--- config.mk ---
export PLATFORM = sky130hd
export DESIGN_NAME = btn_conditioner_flat
export DESIGN_NICKNAME = d
export VERILOG_FILES = /design/src/rtl/btn_conditioner_pkg.sv /design/src/rtl/btn_conditioner_if.sv /design/src/rtl/btn_conditioner_channel.sv /design/src/rtl/btn_conditioner.sv /design/src/flat_wrapper.sv
export SDC_FILE = /design/constraint.sdc
export NUM_CORES = 1
export LEC_CHECK = 0
export BUFFER_PORTS_ARGS = -buffer_cell sky130_fd_sc_hd__buf_2
export CAP_MARGIN = 15
export CORE_ASPECT_RATIO = 1.75
export CORE_UTILIZATION = 45
export DETAILED_ROUTE_END_ITERATION = 6
export GPL_ROUTABILITY_DRIVEN = 1
export MAX_ROUTING_LAYER = met4
export PLACE_DENSITY = 0.69
export SLEW_MARGIN = 0
export SYNTH_ARGS = -nofsm -noshare
export SYNTH_HDL_FRONTEND = slang
export SYNTH_SLANG_ARGS = --single-unit
--- constraint.sdc ---
create_clock -name clk -period 3.75 [get_ports clk]
set_input_delay 0.1875 -clock clk [delete_from_list [all_inputs] [get_ports clk]]
set_output_delay 0.1875 -clock clk [all_outputs]
set_load 0.005 [all_outputs]
--- src/rtl/btn_conditioner_pkg.sv ---
// Shared definitions for the button/switch front end: channel map, timing
// defaults for the 80 MHz fast clock, and the repeat FSM state type.
package btn_conditioner_pkg;

    localparam int CLK_HZ      = 80_000_000;
    localparam int NCH_DEFAULT = 8;

    localparam int BTN_U    = 0;
    localparam int BTN_D    = 1;
    localparam int BTN_L    = 2;
    localparam int BTN_R    = 3;
    localparam int BTN_C    = 4;
    localparam int SW_START = 5;
    localparam int SW_MTM   = 6;
    localparam int SW_RST   = 7;

    // 10 ms debounce, 300 ms first repeat, 100 ms repeat period
    localparam int DB_TICKS_DEFAULT      = CLK_HZ / 100;
    localparam int REPEAT_DELAY_DEFAULT  = (CLK_HZ / 10) * 3;
    localparam int REPEAT_PERIOD_DEFAULT = CLK_HZ / 10;

    // Auto-repeat only on the direction/centre buttons, never on switches
    localparam logic [63:0] REPEAT_MASK_DEFAULT =
        (64'd1 << BTN_U) | (64'd1 << BTN_D) | (64'd1 << BTN_L) |
        (64'd1 << BTN_R) | (64'd1 << BTN_C);

    typedef enum logic [1:0] {
        RPT_IDLE,
        RPT_DELAY,
        RPT_REPEAT
    } rpt_state_e;

    function automatic int max3(input int a, input int b, input int c);
        int m;
        m = (a > b) ? a : b;
        return (m > c) ? m : c;
    endfunction

endpackage

--- src/rtl/btn_conditioner_if.sv ---
// Pin-side and game-side signals of the button front end; the conditioner
// is the slave (consumes raw pins), game logic or a bench is the master.
interface btn_conditioner_if
    import btn_conditioner_pkg::*;
#(
    parameter int NCH = NCH_DEFAULT
);
    logic [NCH-1:0] raw;
    logic [NCH-1:0] level;
    logic [NCH-1:0] press;
    logic [NCH-1:0] rel;
    logic [NCH-1:0] rpt;
    logic [NCH-1:0] held;

    modport master (output raw, input level, press, rel, rpt, held);
    modport slave  (input raw, output level, press, rel, rpt, held);
endinterface

--- src/rtl/btn_conditioner_channel.sv ---
// One channel: two-flop synchroniser, stability-count debounce, registered
// press/release ticks and an optional hold-to-repeat FSM.
module btn_channel
    import btn_conditioner_pkg::*;
#(
    parameter int DB_TICKS      = 4,
    parameter int REPEAT_DELAY  = 10,
    parameter int REPEAT_PERIOD = 3,
    parameter bit REPEAT_EN     = 1'b1,
    parameter int CNT_W         = 4
) (
    input  logic clk,
    input  logic rst,
    input  logic raw_i,
    output logic level_o,
    output logic press_o,
    output logic rel_o,
    output logic rpt_o,
    output logic held_o
);

    logic             s1_q, s2_q;
    logic             level_q, level_d;
    logic [CNT_W-1:0] dc_q, dc_d;
    logic [CNT_W-1:0] rc_q;
    logic             press_q, rel_q, rpt_q, held_q;
    rpt_state_e       state_q;
    logic             rise, fall;

    always_comb begin
        // NOTE: every output of this block gets a default first, so no path leaves one unassigned and no latch is inferred.
        dc_d    = '0;
        level_d = level_q;
        if (s2_q != level_q) begin
            if (dc_q == CNT_W'(DB_TICKS - 1)) begin
                level_d = ~level_q;
            end else begin
                dc_d = dc_q + CNT_W'(1);
            end
        end
    end

    assign rise = level_d & ~level_q;
    assign fall = ~level_d & level_q;

    always_ff @(posedge clk) begin
        if (rst) begin
            s1_q    <= 1'b0;
            s2_q    <= 1'b0;
            level_q <= 1'b0;
            dc_q    <= '0;
            rc_q    <= '0;
            press_q <= 1'b0;
            rel_q   <= 1'b0;
            rpt_q   <= 1'b0;
            held_q  <= 1'b0;
            state_q <= RPT_IDLE;
        end else begin
            s1_q    <= raw_i;
            s2_q    <= s1_q;
            level_q <= level_d;
            dc_q    <= dc_d;
            press_q <= rise;
            rel_q   <= fall;
            // NOTE: non-blocking default here; a later assignment in the case below overrides it for this edge.
            rpt_q   <= 1'b0;

            // Release is judged on level_d so a repeat due on the release edge is dropped
            unique case (state_q)
                RPT_IDLE: begin
                    rc_q   <= '0;
                    held_q <= 1'b0;
                    if (rise) begin
                        rpt_q <= 1'b1;
                        if (REPEAT_EN) state_q <= RPT_DELAY;
                    end
                end
                RPT_DELAY: begin
                    if (!level_d) begin
                        state_q <= RPT_IDLE;
                        rc_q    <= '0;
                        held_q  <= 1'b0;
                    end else if (rc_q == CNT_W'(REPEAT_DELAY - 1)) begin
                        rpt_q   <= 1'b1;
                        held_q  <= 1'b1;
                        rc_q    <= '0;
                        state_q <= RPT_REPEAT;
                    end else begin
                        rc_q <= rc_q + CNT_W'(1);
                    end
                end
                RPT_REPEAT: begin
                    if (!level_d) begin
                        state_q <= RPT_IDLE;
                        rc_q    <= '0;
                        held_q  <= 1'b0;
                    end else if (rc_q == CNT_W'(REPEAT_PERIOD - 1)) begin
                        rpt_q <= 1'b1;
                        rc_q  <= '0;
                    end else begin
                        rc_q <= rc_q + CNT_W'(1);
                    end
                end
                default: state_q <= RPT_IDLE;
            endcase
        end
    end

    assign level_o = level_q;
    assign press_o = press_q;
    assign rel_o   = rel_q;
    assign rpt_o   = rpt_q;
    assign held_o  = held_q;

endmodule

--- src/rtl/btn_conditioner.sv ---
// N-channel button/switch front end for the fast clock domain: one
// independent btn_channel per pin, repeat enabled per bit of REPEAT_MASK.
module btn_conditioner
    import btn_conditioner_pkg::*;
#(
    parameter int          NCH           = NCH_DEFAULT,
    parameter int          DB_TICKS      = DB_TICKS_DEFAULT,
    parameter int          REPEAT_DELAY  = REPEAT_DELAY_DEFAULT,
    parameter int          REPEAT_PERIOD = REPEAT_PERIOD_DEFAULT,
    parameter logic [63:0] REPEAT_MASK   = REPEAT_MASK_DEFAULT
) (
    input  logic                 clk,
    input  logic                 rst,
    btn_conditioner_if.slave     bus
);

    localparam int CNT_W = $clog2(max3(DB_TICKS, REPEAT_DELAY, REPEAT_PERIOD) + 1);

    if (NCH < 1 || NCH > 64 || DB_TICKS < 1 || REPEAT_DELAY < 1 || REPEAT_PERIOD < 1 ||
        (REPEAT_MASK >> NCH) != 64'd0) begin : g_param_err
        $error("btn_conditioner: counts must be >= 1 and REPEAT_MASK must fit in NCH bits");
    end

    logic [NCH-1:0] level_w, press_w, rel_w, rpt_w, held_w;

    for (genvar i = 0; i < NCH; i++) begin : g_ch
        btn_channel #(
            .DB_TICKS      (DB_TICKS),
            .REPEAT_DELAY  (REPEAT_DELAY),
            .REPEAT_PERIOD (REPEAT_PERIOD),
            .REPEAT_EN     (REPEAT_MASK[i]),
            .CNT_W         (CNT_W)
        ) u_ch (
            .clk     (clk),
            .rst     (rst),
            .raw_i   (bus.raw[i]),
            .level_o (level_w[i]),
            .press_o (press_w[i]),
            .rel_o   (rel_w[i]),
            .rpt_o   (rpt_w[i]),
            .held_o  (held_w[i])
        );
    end

    assign bus.level = level_w;
    assign bus.press = press_w;
    assign bus.rel   = rel_w;
    assign bus.rpt   = rpt_w;
    assign bus.held  = held_w;

endmodule
--- src/flat_wrapper.sv ---
// flat-port wrapper written by rule: the top's interface ports become plain ports
module btn_conditioner_flat import btn_conditioner_pkg::*;
#(
    parameter int          NCH           = NCH_DEFAULT,
    parameter int          DB_TICKS      = DB_TICKS_DEFAULT,
    parameter int          REPEAT_DELAY  = REPEAT_DELAY_DEFAULT,
    parameter int          REPEAT_PERIOD = REPEAT_PERIOD_DEFAULT,
    parameter logic [63:0] REPEAT_MASK   = REPEAT_MASK_DEFAULT
)
  (clk, rst, bus_raw, bus_level, bus_press, bus_rel, bus_rpt, bus_held);
  btn_conditioner_if #(.NCH(NCH)) bus_i ();
  input  logic clk;
  input  logic rst;
  input wire logic [$bits(bus_i.raw)-1:0] bus_raw;
  output wire logic [$bits(bus_i.level)-1:0] bus_level;
  output wire logic [$bits(bus_i.press)-1:0] bus_press;
  output wire logic [$bits(bus_i.rel)-1:0] bus_rel;
  output wire logic [$bits(bus_i.rpt)-1:0] bus_rpt;
  output wire logic [$bits(bus_i.held)-1:0] bus_held;
  assign bus_i.raw = bus_raw;
  assign bus_level = bus_i.level;
  assign bus_press = bus_i.press;
  assign bus_rel = bus_i.rel;
  assign bus_rpt = bus_i.rpt;
  assign bus_held = bus_i.held;
  btn_conditioner #(.NCH(NCH), .DB_TICKS(DB_TICKS), .REPEAT_DELAY(REPEAT_DELAY), .REPEAT_PERIOD(REPEAT_PERIOD), .REPEAT_MASK(REPEAT_MASK)) u_core (.clk(clk), .rst(rst), .bus(bus_i));
endmodule
======== After elaboration in Yosys (flattened, before gate mapping) ========
Index checks and enable logic that the tools add are counted.
word-level totals
  register bits ........................... 472
  bits in latches ......................... 0
  memory bits (read-only) ................. 0
  output and inout bits ................... 40
  input port bits ......................... 10
  memories kept ........................... 0
  bits in writable memories ............... 0
operators by class
  mux-type cells .......................... 173
  order comparisons ....................... 0
  reductions and logical operators ........ 40
  eq/ne operators ......................... 69
  multipliers ............................. 0
  divide/modulo/power cells ............... 0
  add/subtract/negate cells ............... 16
  shifts and indexed selects .............. 0
  bitwise operators ....................... 43
operators with widths
  kind                                                                     count
  25-bit two-way mux                                                       32
  25-bit one-hot mux with 3 select lines                                   8
  25-bit by 1-bit adder with 25-bit output, second input constant          16
  25-bit by 20-bit equality test with 1-bit output, second input constant  8
  25-bit by 23-bit equality test with 1-bit output, second input constant  8
  25-bit equality test, second input constant                              8
  1-bit two-way mux                                                        80
  2-bit two-way mux                                                        29
  1-bit one-hot mux with 3 select lines                                    16
  2-bit one-hot mux with 3 select lines                                    8
  3-bit AND reduction                                                      16
  1-bit inverter                                                           27
  2-bit != test, second input constant                                     13
  3-bit != test, second input constant                                     8
  3-bit nonzero test                                                       8
  3-bit OR reduction                                                       8
  1-bit AND                                                                16
  2-bit by 1-bit equality test with 1-bit output, second input constant    8
  2-bit equality test, second input constant                               8
  2-bit zero test                                                          8
  1-bit != test                                                            8

======== Longest topological paths before layout ========
Gate-level depths: netlist of the first run.
  word-level depth ........................ 6
  gate-level depth with buffers ........... 10

======== Modules after synthesis ========
Synthesis of the first run repeated with hierarchy kept, for this count alone.
second synthesis, totals
  cell total of the unflattened synthesis .. 2297
  area, all modules ....................... 19195.9 sq um
by module, submodules not included
  module                                 cells each  instances  area an instance (sq um)
  btn_channel (u_core.g_ch[0].u_ch ...)  365         5          3014.1
  btn_channel (u_core.g_ch[6].u_ch)      159         1          1410.1
  btn_channel (u_core.g_ch[5].u_ch)      156         1          1363.8
  btn_channel (u_core.g_ch[7].u_ch)      157         1          1351.3

======== Worst setup path before layout of the first run ========
No wires, ideal clock.
  path kind ............................... flip-flop to flip-flop
  start ................................... register u_core.g_ch[2].u_ch.dc_q[20]
  end ..................................... register u_core.g_ch[2].u_ch.rc_q[18]
  cell stages (with the launch flop) ...... 8
  data required time ...................... 3.676 ns
  setup slack ............................. 0.940 ns
  arrival time ............................ 2.735 ns
  path buffers ............................ 1
  setup time .............................. 0.074 ns
  path through ............................ dfxtp_1 > or4b_1 > or3_1 > or4_4 > a221oi_4 > buf_6 > or4b_1 > a31oi_1
on the way
  cells in the longest elaborated chain, start to end .. 5
  elaborated cells on any way between the ends .. 6
  those cells by class .................... eq/ne (1); mux (5)
ends and longest elaborated chain
  item                                                line                                                          text
  from (decl)                                         btn_conditioner_channel.sv:24                                 logic [CNT_W-1:0] dc_q, dc_d;
  from (signal assigned)                              btn_conditioner_channel.sv:51                                 dc_q <= '0;
  from (signal assigned)                              btn_conditioner_channel.sv:62                                 dc_q <= dc_d;
  25-bit by 20-bit equality test with 1-bit output *  btn_conditioner_channel.sv:35                                 if (dc_q == CNT_W'(DB_TICKS - 1)) begin
  1-bit two-way mux *                                 btn_conditioner_channel.sv:35
  1-bit two-way mux *                                 btn_conditioner_channel.sv:34                                 if (s2_q != level_q) begin
  25-bit two-way mux (on tied branches)               btn_conditioner_channel.sv:93, btn_conditioner_channel.sv:79
  25-bit one-hot mux with 3 select lines *            btn_conditioner_channel.sv:69                                 unique case (state_q)
  to (signal assigned)                                btn_conditioner_channel.sv:89                                 rc_q <= rc_q + CNT_W'(1);
  to (signal assigned)                                btn_conditioner_channel.sv:101                                rc_q <= rc_q + CNT_W'(1);
  to (decl)                                           btn_conditioner_channel.sv:25                                 logic [CNT_W-1:0] rc_q;
Every way passes the cells marked *; elsewhere a longest branch is shown, timed or not.
A chain may end at the register's enable or synchronous reset.

======== Worst setup path after layout of the first run ========
  start ................................... register u_core.g_ch[1].u_ch.dc_q[0]
  end ..................................... register u_core.g_ch[1].u_ch.rc_q[24]
on the way
  cells in the longest elaborated chain, start to end .. 5
  elaborated cells on any way between the ends .. 6
  those cells by class .................... eq/ne (1); mux (5)
ends and longest elaborated chain
  item                                                line
  from (decl)                                         btn_conditioner_channel.sv:24
  from (signal assigned)                              btn_conditioner_channel.sv:51
  from (signal assigned)                              btn_conditioner_channel.sv:62
  25-bit by 20-bit equality test with 1-bit output *  btn_conditioner_channel.sv:35
  1-bit two-way mux *                                 btn_conditioner_channel.sv:35
  1-bit two-way mux *                                 btn_conditioner_channel.sv:34
  25-bit two-way mux (on tied branches)               btn_conditioner_channel.sv:93, btn_conditioner_channel.sv:79
  25-bit one-hot mux with 3 select lines *            btn_conditioner_channel.sv:69
  to (signal assigned)                                btn_conditioner_channel.sv:89
  to (signal assigned)                                btn_conditioner_channel.sv:101
  to (decl)                                           btn_conditioner_channel.sv:25
Marked as above.

==> results of run 1 <==
[per-layer routing]
metal	global-route usage, %	share of wire, %	vias up
met4	9.03	3.5	0
met1	19.7	40	7520
met2	37.5	54	287
li1	-	-	7943
met5	-	0	-
met3	2.53	3.1	115
[cell type report]
type                       count  area, um2  share of cell area, %
multi-input combinational   1680      10200                   49.6
clock inverter                15        181                  0.883
timing repair buffer          76        478                   2.33
clock buffer                  53       1080                   5.25
inverter                      55        206                   1.01
sequential                   385       7710                   37.5
tap                          550        688                   3.35
[flip-flops by register name, indices dropped and copies added, names as in the netlist, 8 cells and up]
name	flops
u_core.g_ch.u_ch.dc_q	200
u_core.g_ch.u_ch.state_q	10
u_core.g_ch.u_ch.rc_q	125
u_core.g_ch.u_ch.rel_o	8
u_core.g_ch.u_ch.s1_q	8
u_core.g_ch.u_ch.level_o	8
u_core.g_ch.u_ch.s2_q	8
u_core.g_ch.u_ch.press_o	8
[logic make-up (layout without fill, tap and decap cells)]
family | count (synthesis) | in the layout
DFF | 385 | 385
adders and majority gates | 33 | 33
buffers and inverters | 189 | 199
xor gates and xnor gates | 189 | 189
and+or+nand+nor | 1170 | 1170
AOI/OAI and AO/OA | 270 | 270
other | 1 | 3
muxes | 15 | 15
[layout by cell type, fill, tap and decap left out, types with 39 or more instances in the layout]
cell	count
a21oi_1	45
a31oi_1	40
and3_1	57
buf_2	45
clkbuf_16	39
dfxtp_1	385
inv_1	53
nand2_1	237
nand3_1	171
nand4_1	85
nor2_1	293
nor3_1	56
xnor2_1	82
xor2_1	107
[power by group]
part	internal (mW)	switching, mW
clock	2.29	1.61
combinational	0.0235	0.0576
sequential	4.10	0.00654
[repair_timing]
action / 4_1_cts / 5_1_grt
hold buffers: 8 / 0
gates resized for setup: 0 / 0
hold endpoints to repair: 8 / 0
[metrics by stage]
stage,std cells,power (mW),hold WS (ps),area [um2]
6_report,2814,8.09,180,20500
5_1_grt,2814,8.38,193,20500
4_1_cts,2814,8.19,156,20500
3_5_place_dp,2738,4.27,408,19200
3_3_place_gp,2738,4.27,396,19200
2_1_floorplan,2254,4.25,316,18800
[final timing paths]
path                               startpoint                            to  depth (start not counted)
setup / recovery  u_core.g_ch[1].u_ch.dc_q[0]  u_core.g_ch[1].u_ch.rc_q[24]                          8
hold / removal                            rst   u_core.g_ch[2].u_ch.rc_q[9]                          2
setup reg to reg  u_core.g_ch[1].u_ch.dc_q[0]  u_core.g_ch[1].u_ch.rc_q[24]                          8
hold reg to reg      u_core.g_ch[0].u_ch.s1_q      u_core.g_ch[0].u_ch.s2_q                          1
==> impl_results.md, run 1 <==
- Worst Path Max Fanout: 44
- Total I/O pin count: 50
- Commonest cells in the netlist: dfxtp_1 (385), nor2_1 (293), nand2_1 (237), nand3_1 (171), xor2_1 (107)
- Post-synthesis compound-gate area fraction: a little over 10%
- Final Wtd Congestion: slightly below 0.9
- Synth Area per Inst: 8.32 um2
- Post-CTS setup buffer count: 0
- Post-synth EDFFs: 0
- Final Hold Viols: 0
- Layout cells sized above 1: under 10%
- Adder-cell share of the synthesized area: approximately 2.2%
- Final setup vio count: 0
- Placement Rows: 98
- Post-synthesis cell type count: 67
- Mux share of post-synthesis cell area: 0.828%
- DRC violations left: 0
- Synthesized area: 18700 um2
- Simple logic cell fraction of the synthesized area: roughly 32%
- Final WL: around 40000 um
- Top cells by area, synth: dfxtp_1 (41%), nor2_1 (5.9%), xor2_1 (5.0%), nand2_1 (4.7%), nand3_1 (4.6%)
- Pre-CTS worst setup slack: approximately 550 ps
- Data arrival time of the critical path: roughly 3700 ps
- Critical Path RT: roughly 4200 ps
- Sequential share of the synthesized area: between 40% and 50%
- Run status: finished clean
- Area growth, synth to finish: 9.56%
- Die Y: ~270 um
- Max Clk Rate: 308 MHz
- Initial antenna violation count: 0
- Post-synthesis xor/xnor area fraction: 8.83%
- Synth async-reset ratio: 0%
- Root buf cell: clkbuf_16
- Worst Setup Slack, final: between 400 and 500 ps
- Slowest Stage Delay on Critical Path: approximately 660 ps
- Synthesis warning total: 0
- Slew @ Worst Pin: between 900 and 1000 ps
- Worst-path cell chain: ha_1 -> nand4_1 -> or2_2 -> or4_1 -> a221oi_4 -> buf_4 -> or4b_1 -> a31oi_1
- Post-layout util: 50.1%
- Final period utilization: 86.7%
- Area leader, netlist: dfxtp_1
- Deepest clock path buffer count: 3
- Vias in the first global route: ~15000
- PwrDens: 394 nW/um2
- Clock Skew: about 12 ps
- Final HPWL DP: about 28000 um
- Core area: 41000 um2
- I/O Buffers: between 40 and 50
- Leakage: ~6.7 nW
- Hold crit path type: in -> reg
- NumNets Final: ~2300
- Clock latency on the worst-skew pair: 530 ps
- Pins over their slew limit: 0
- Mean number of vias per cell: between 5 and 6
- Count leader, synth: dfxtp_1
- Post-synth top flop: dfxtp_1
- Initial Utilization: about 46%
- Top cell type's share of synthesized area: around two fifths
- Slowest CP cell: or4_1
- Slew margin rel.: approximately 36%
- RSZ-0062 raised after global routing: false
- Setup crit end kind: register
- WP buf/inv: 1
- Top Family by Delay on Critical Path: simple AND/OR/NAND/NOR gates
- Worst ir drop on vdd: around 0.00033 V
- Reg-to-reg slack, setup: between 400 and 500 ps
- Main combinational cell family by area after synthesis: simple AND/OR/NAND/NOR gates
- Die ar.: 42500 um2
- H-tree depth: 2
- Initial DRC Count: 877
- CTS tree: built
- First-pass GRT wire length: a little under 70000 um
- Critical path class: reg -> reg
- Number of synthesized register bits: slightly below 400
- Chip width: ~160 um
- Clk slew on worst S/H paths: ~70 ps
- ANT nets after route: 0
- GR Util All Layers: roughly a fifth
- Grt total ovfl: 0
- Clk sinks: roughly 390
- Max Cap Viol: 0
- CP startpoint kind: register
- Post-Syn Instances: around 2300
- TritonCTS buffer count: 38
- Drt wl/cell: between 10 and 15 um
- Via count: 15900
- Largest net degree at the start of global routing: 47
- Ant. Diodes: 0
- 1st-pass router iterations: 5
- Min cycle time layout: about 3300 ps
- Fillers: 3953
- Setup TNS: 0 ps
(Power assumes the default switching activity.)
==> inputs of run 2 (changes only) <==
GPL_TIMING_DRIVEN = 0   (was default)
RECOVER_POWER = 100   (was default)
==> run 2 against run 1 <==
  * Fmax shrank 7.6%
  * Power is 0.24% lower
  * Critical path depth unchanged
  * Largest cell class unchanged
  * Clock power decreased by 1%
  * Setup slack got worse by 270 ps
  * Die area did not move
  * Sequential cell count stayed put
  * Wire length increased by 10%
  * Clock-buffer cell count stayed put
  * Largest power group unchanged
  * Sequential power about the same
  * Sequential share of layout area fell by 0.76 points
  * Clock skew grew 6.3 ps
==> impl_results.md, run 2 (synthesis gave the netlist of run 1 again) <==
- 1st-pass router iterations: 7 (+2)
- Placement Rows: 98 (unchanged)
- Largest register FFs: 200 (unchanged)
- Min cycle time layout: 3520 ps (+267 ps)
- GR Util All Layers: 21.7% (+2.0 points)
- Worst Path Max Fanout: 10 (-77%)
- WHS Path Cells: 3 (+1)
- Root buf cell: clkbuf_16
- Leakage: 6.79 nW (+1.9%)
- Initial antenna violation count: 0 (unchanged)
- H-tree depth: 2 (unchanged)
- Slew @ Worst Pin: 1260 ps (+305 ps)
- Largest net degree at the start of global routing: 15 (-68%)
- Via count: 16400 (+3.4%)
- Area growth, synth to finish: 11.8%
- Data arrival time of the critical path: 3990 ps (+280 ps)
- Critical path class: reg -> reg
- Total I/O pin count: 50 (unchanged)
- Pins over their slew limit: 0 (unchanged)
- Clock Skew: 18.7 ps (+6.28 ps)
- NumNets Final: 2392 (+5.0%)
- CP startpoint kind: register
- First-pass GRT wire length: 74700 um (+7.3%)
- DP Area: 19700 um2 (+2.5%)
- Critical Path RT: 4220 ps (about the same)
- Clk slew on worst S/H paths: 60 ps (about the same)
- Drt wl/cell: 15.3 um (+6.1%)
- Slew margin rel.: 14.9% (-21 points)
- Max Cap Viol: 0 (unchanged)
- Slowest Stage Delay on Critical Path: 610 ps (-50 ps)
- Setup crit end kind: register
- WHS: 392 ps (+211 ps)
- Max Clk Rate: 284 MHz (-7.6%)
- Final HPWL DP: 32300 um (+14%)
- Initial DRC Count: 933 (+6.4%)
- Slowest CP cell: a221oi_2
- Final Wtd Congestion: 0.918 (+5.1%)
- Final setup vio count: 0 (unchanged)
- DRC violations left: 0 (unchanged)
- CTS tree: built
- Clock latency on the worst-skew pair: 550 ps (+20 ps)
- Commonest non-fill, non-tap cell in the layout: dfxtp_1
- Ant. Diodes: 0 (unchanged)
- I/O Buffers: 46 (unchanged)
- Reg with most FFs: u_core.g_ch.u_ch.dc_q
- RSZ-0062 raised after global routing: false
- Hold crit path type: in -> reg
- Setup TNS: 0 ps (unchanged)
- Cell Count, Final, Fillers Out: 2925 (+3.9%)
- TritonCTS buffer count: 39 (+2.6%)
- Final period utilization: 93.8% (+7.1 points)
- Clk sinks: 385 (unchanged)
- Deepest clock path buffer count: 3 (unchanged)
- Final Hold Viols: 0 (unchanged)
- Post-layout util: 51.2% (+1.0 points)
- Worst ir drop on vdd: 0.000352 V (+5.1%)
- FF-to-FF path depth: 8 (unchanged)
- Final WL: 44900 um (+10%)
- Run status: finished clean
- Mean number of vias per cell: 5.61 (-0.52%)
- Layout cells sized above 1: 7.03% (-0.080 points)
- Chip width: 156 um (unchanged)
- Worst-path cell chain: or4b_1 -> or3_1 -> or4_1 -> a221oi_2 -> buf_6 -> clkbuf_1 -> o21ai_0 -> a21oi_1
- Initial Utilization: 45.8% (unchanged)
- Finished Cell Area: 21000 um2 (+2.1%)
- Placed instance count: 2850 (+4.1%)
- Die ar.: 42500 um2 (unchanged)
- Grt total ovfl: 0 (unchanged)
- Vias in the first global route: 16000 (+3.6%)
- Largest regs: u_core.g_ch.u_ch.dc_q (200), u_core.g_ch.u_ch.rc_q (125), u_core.g_ch.u_ch.state_q (10)
- ANT nets after route: 0 (unchanged)
- Core area: 41000 um2 (unchanged)
- PwrDens: 385 nW/um2 (-2.3%)
- Die Y: 272 um (unchanged)
- Most frequent cells in the layout: dfxtp_1 (385), nor2_1 (293), nand2_1 (237), nand3_1 (171), clkbuf_1 (108)
run 2: cell types whose count changed in the layout (fill, tap and decap cells not counted), moves of 2 or more:
cell      change
clkbuf_1     +99
buf_1         +3
buf_4        -12
buf_2         -6
and2_0        +3
o311ai_0      +8
and2_1        -3
clkinv_2      -2
o311ai_1      -7
clkbuf_4     +27
run 2: worst max-delay path, delay by kind of cell, from the launching register on:
family                 cells  cell delay (ps)
and+or+nand+nor            3             1450
AOI/OAI and AO/OA          3              980
buffers and inverters      2              670
DFF                        1              350
run 2: per-stage QoR:
stage | total power [mW] | setup WS [ps]
floorplan | 4.25 | 940
global placement | 4.30 | 41.0
detailed placement | 4.30 | 126
CTS | 8.16 | 190
global route | 8.32 | 21.0
finish | 8.07 | 231
run 2: area by class of cell:
class	instances	area, um2
clock buffer	53	1070
tap	550	688
inverter	55	206
fill	3900	20000
clock inverter	14	166
sequential	385	7710
timing repair buffer	54	299
buffer	134	657
multi-input combinational	1680	10200
run 2: what timing repair did:
item	CTS	global route
hold buffers	8	0
endpoints found under the setup margin	0	10
hold endpoints to repair	8	0
resized for setup	0	1
setup buffers	0	0
run 2: final timing paths:
kind / from / slack (ps) / endpoint
setup reg to reg: u_core.g_ch[2].u_ch.dc_q[20] / 230 / u_core.g_ch[2].u_ch.rc_q[14]
hold / removal: bus_raw[4] / 390 / u_core.g_ch[4].u_ch.s1_q
hold reg to reg: u_core.g_ch[1].u_ch.s1_q / 440 / u_core.g_ch[1].u_ch.s2_q
setup / recovery: u_core.g_ch[2].u_ch.dc_q[20] / 230 / u_core.g_ch[2].u_ch.rc_q[14]
run 2: metal layers:
layer | GRT usage, % | share of wire (%) | vias to the layer above
met5 | - | 0 | -
met4 | 13.3 | 5.4 | 0
met3 | 3.12 | 3.9 | 143
met2 | 38.7 | 51 | 347
met1 | 22.3 | 40 | 7732
li1 | - | - | 8183
run 2: power by group:
part | internal, mW | leakage (nW) | total, mW | switching (mW)
clock network | 2.21 | 0.607 | 3.86 | 1.65
registers | 4.10 | 3.10 | 4.11 | 0.00696
logic | 0.0270 | 3.08 | 0.106 | 0.0793
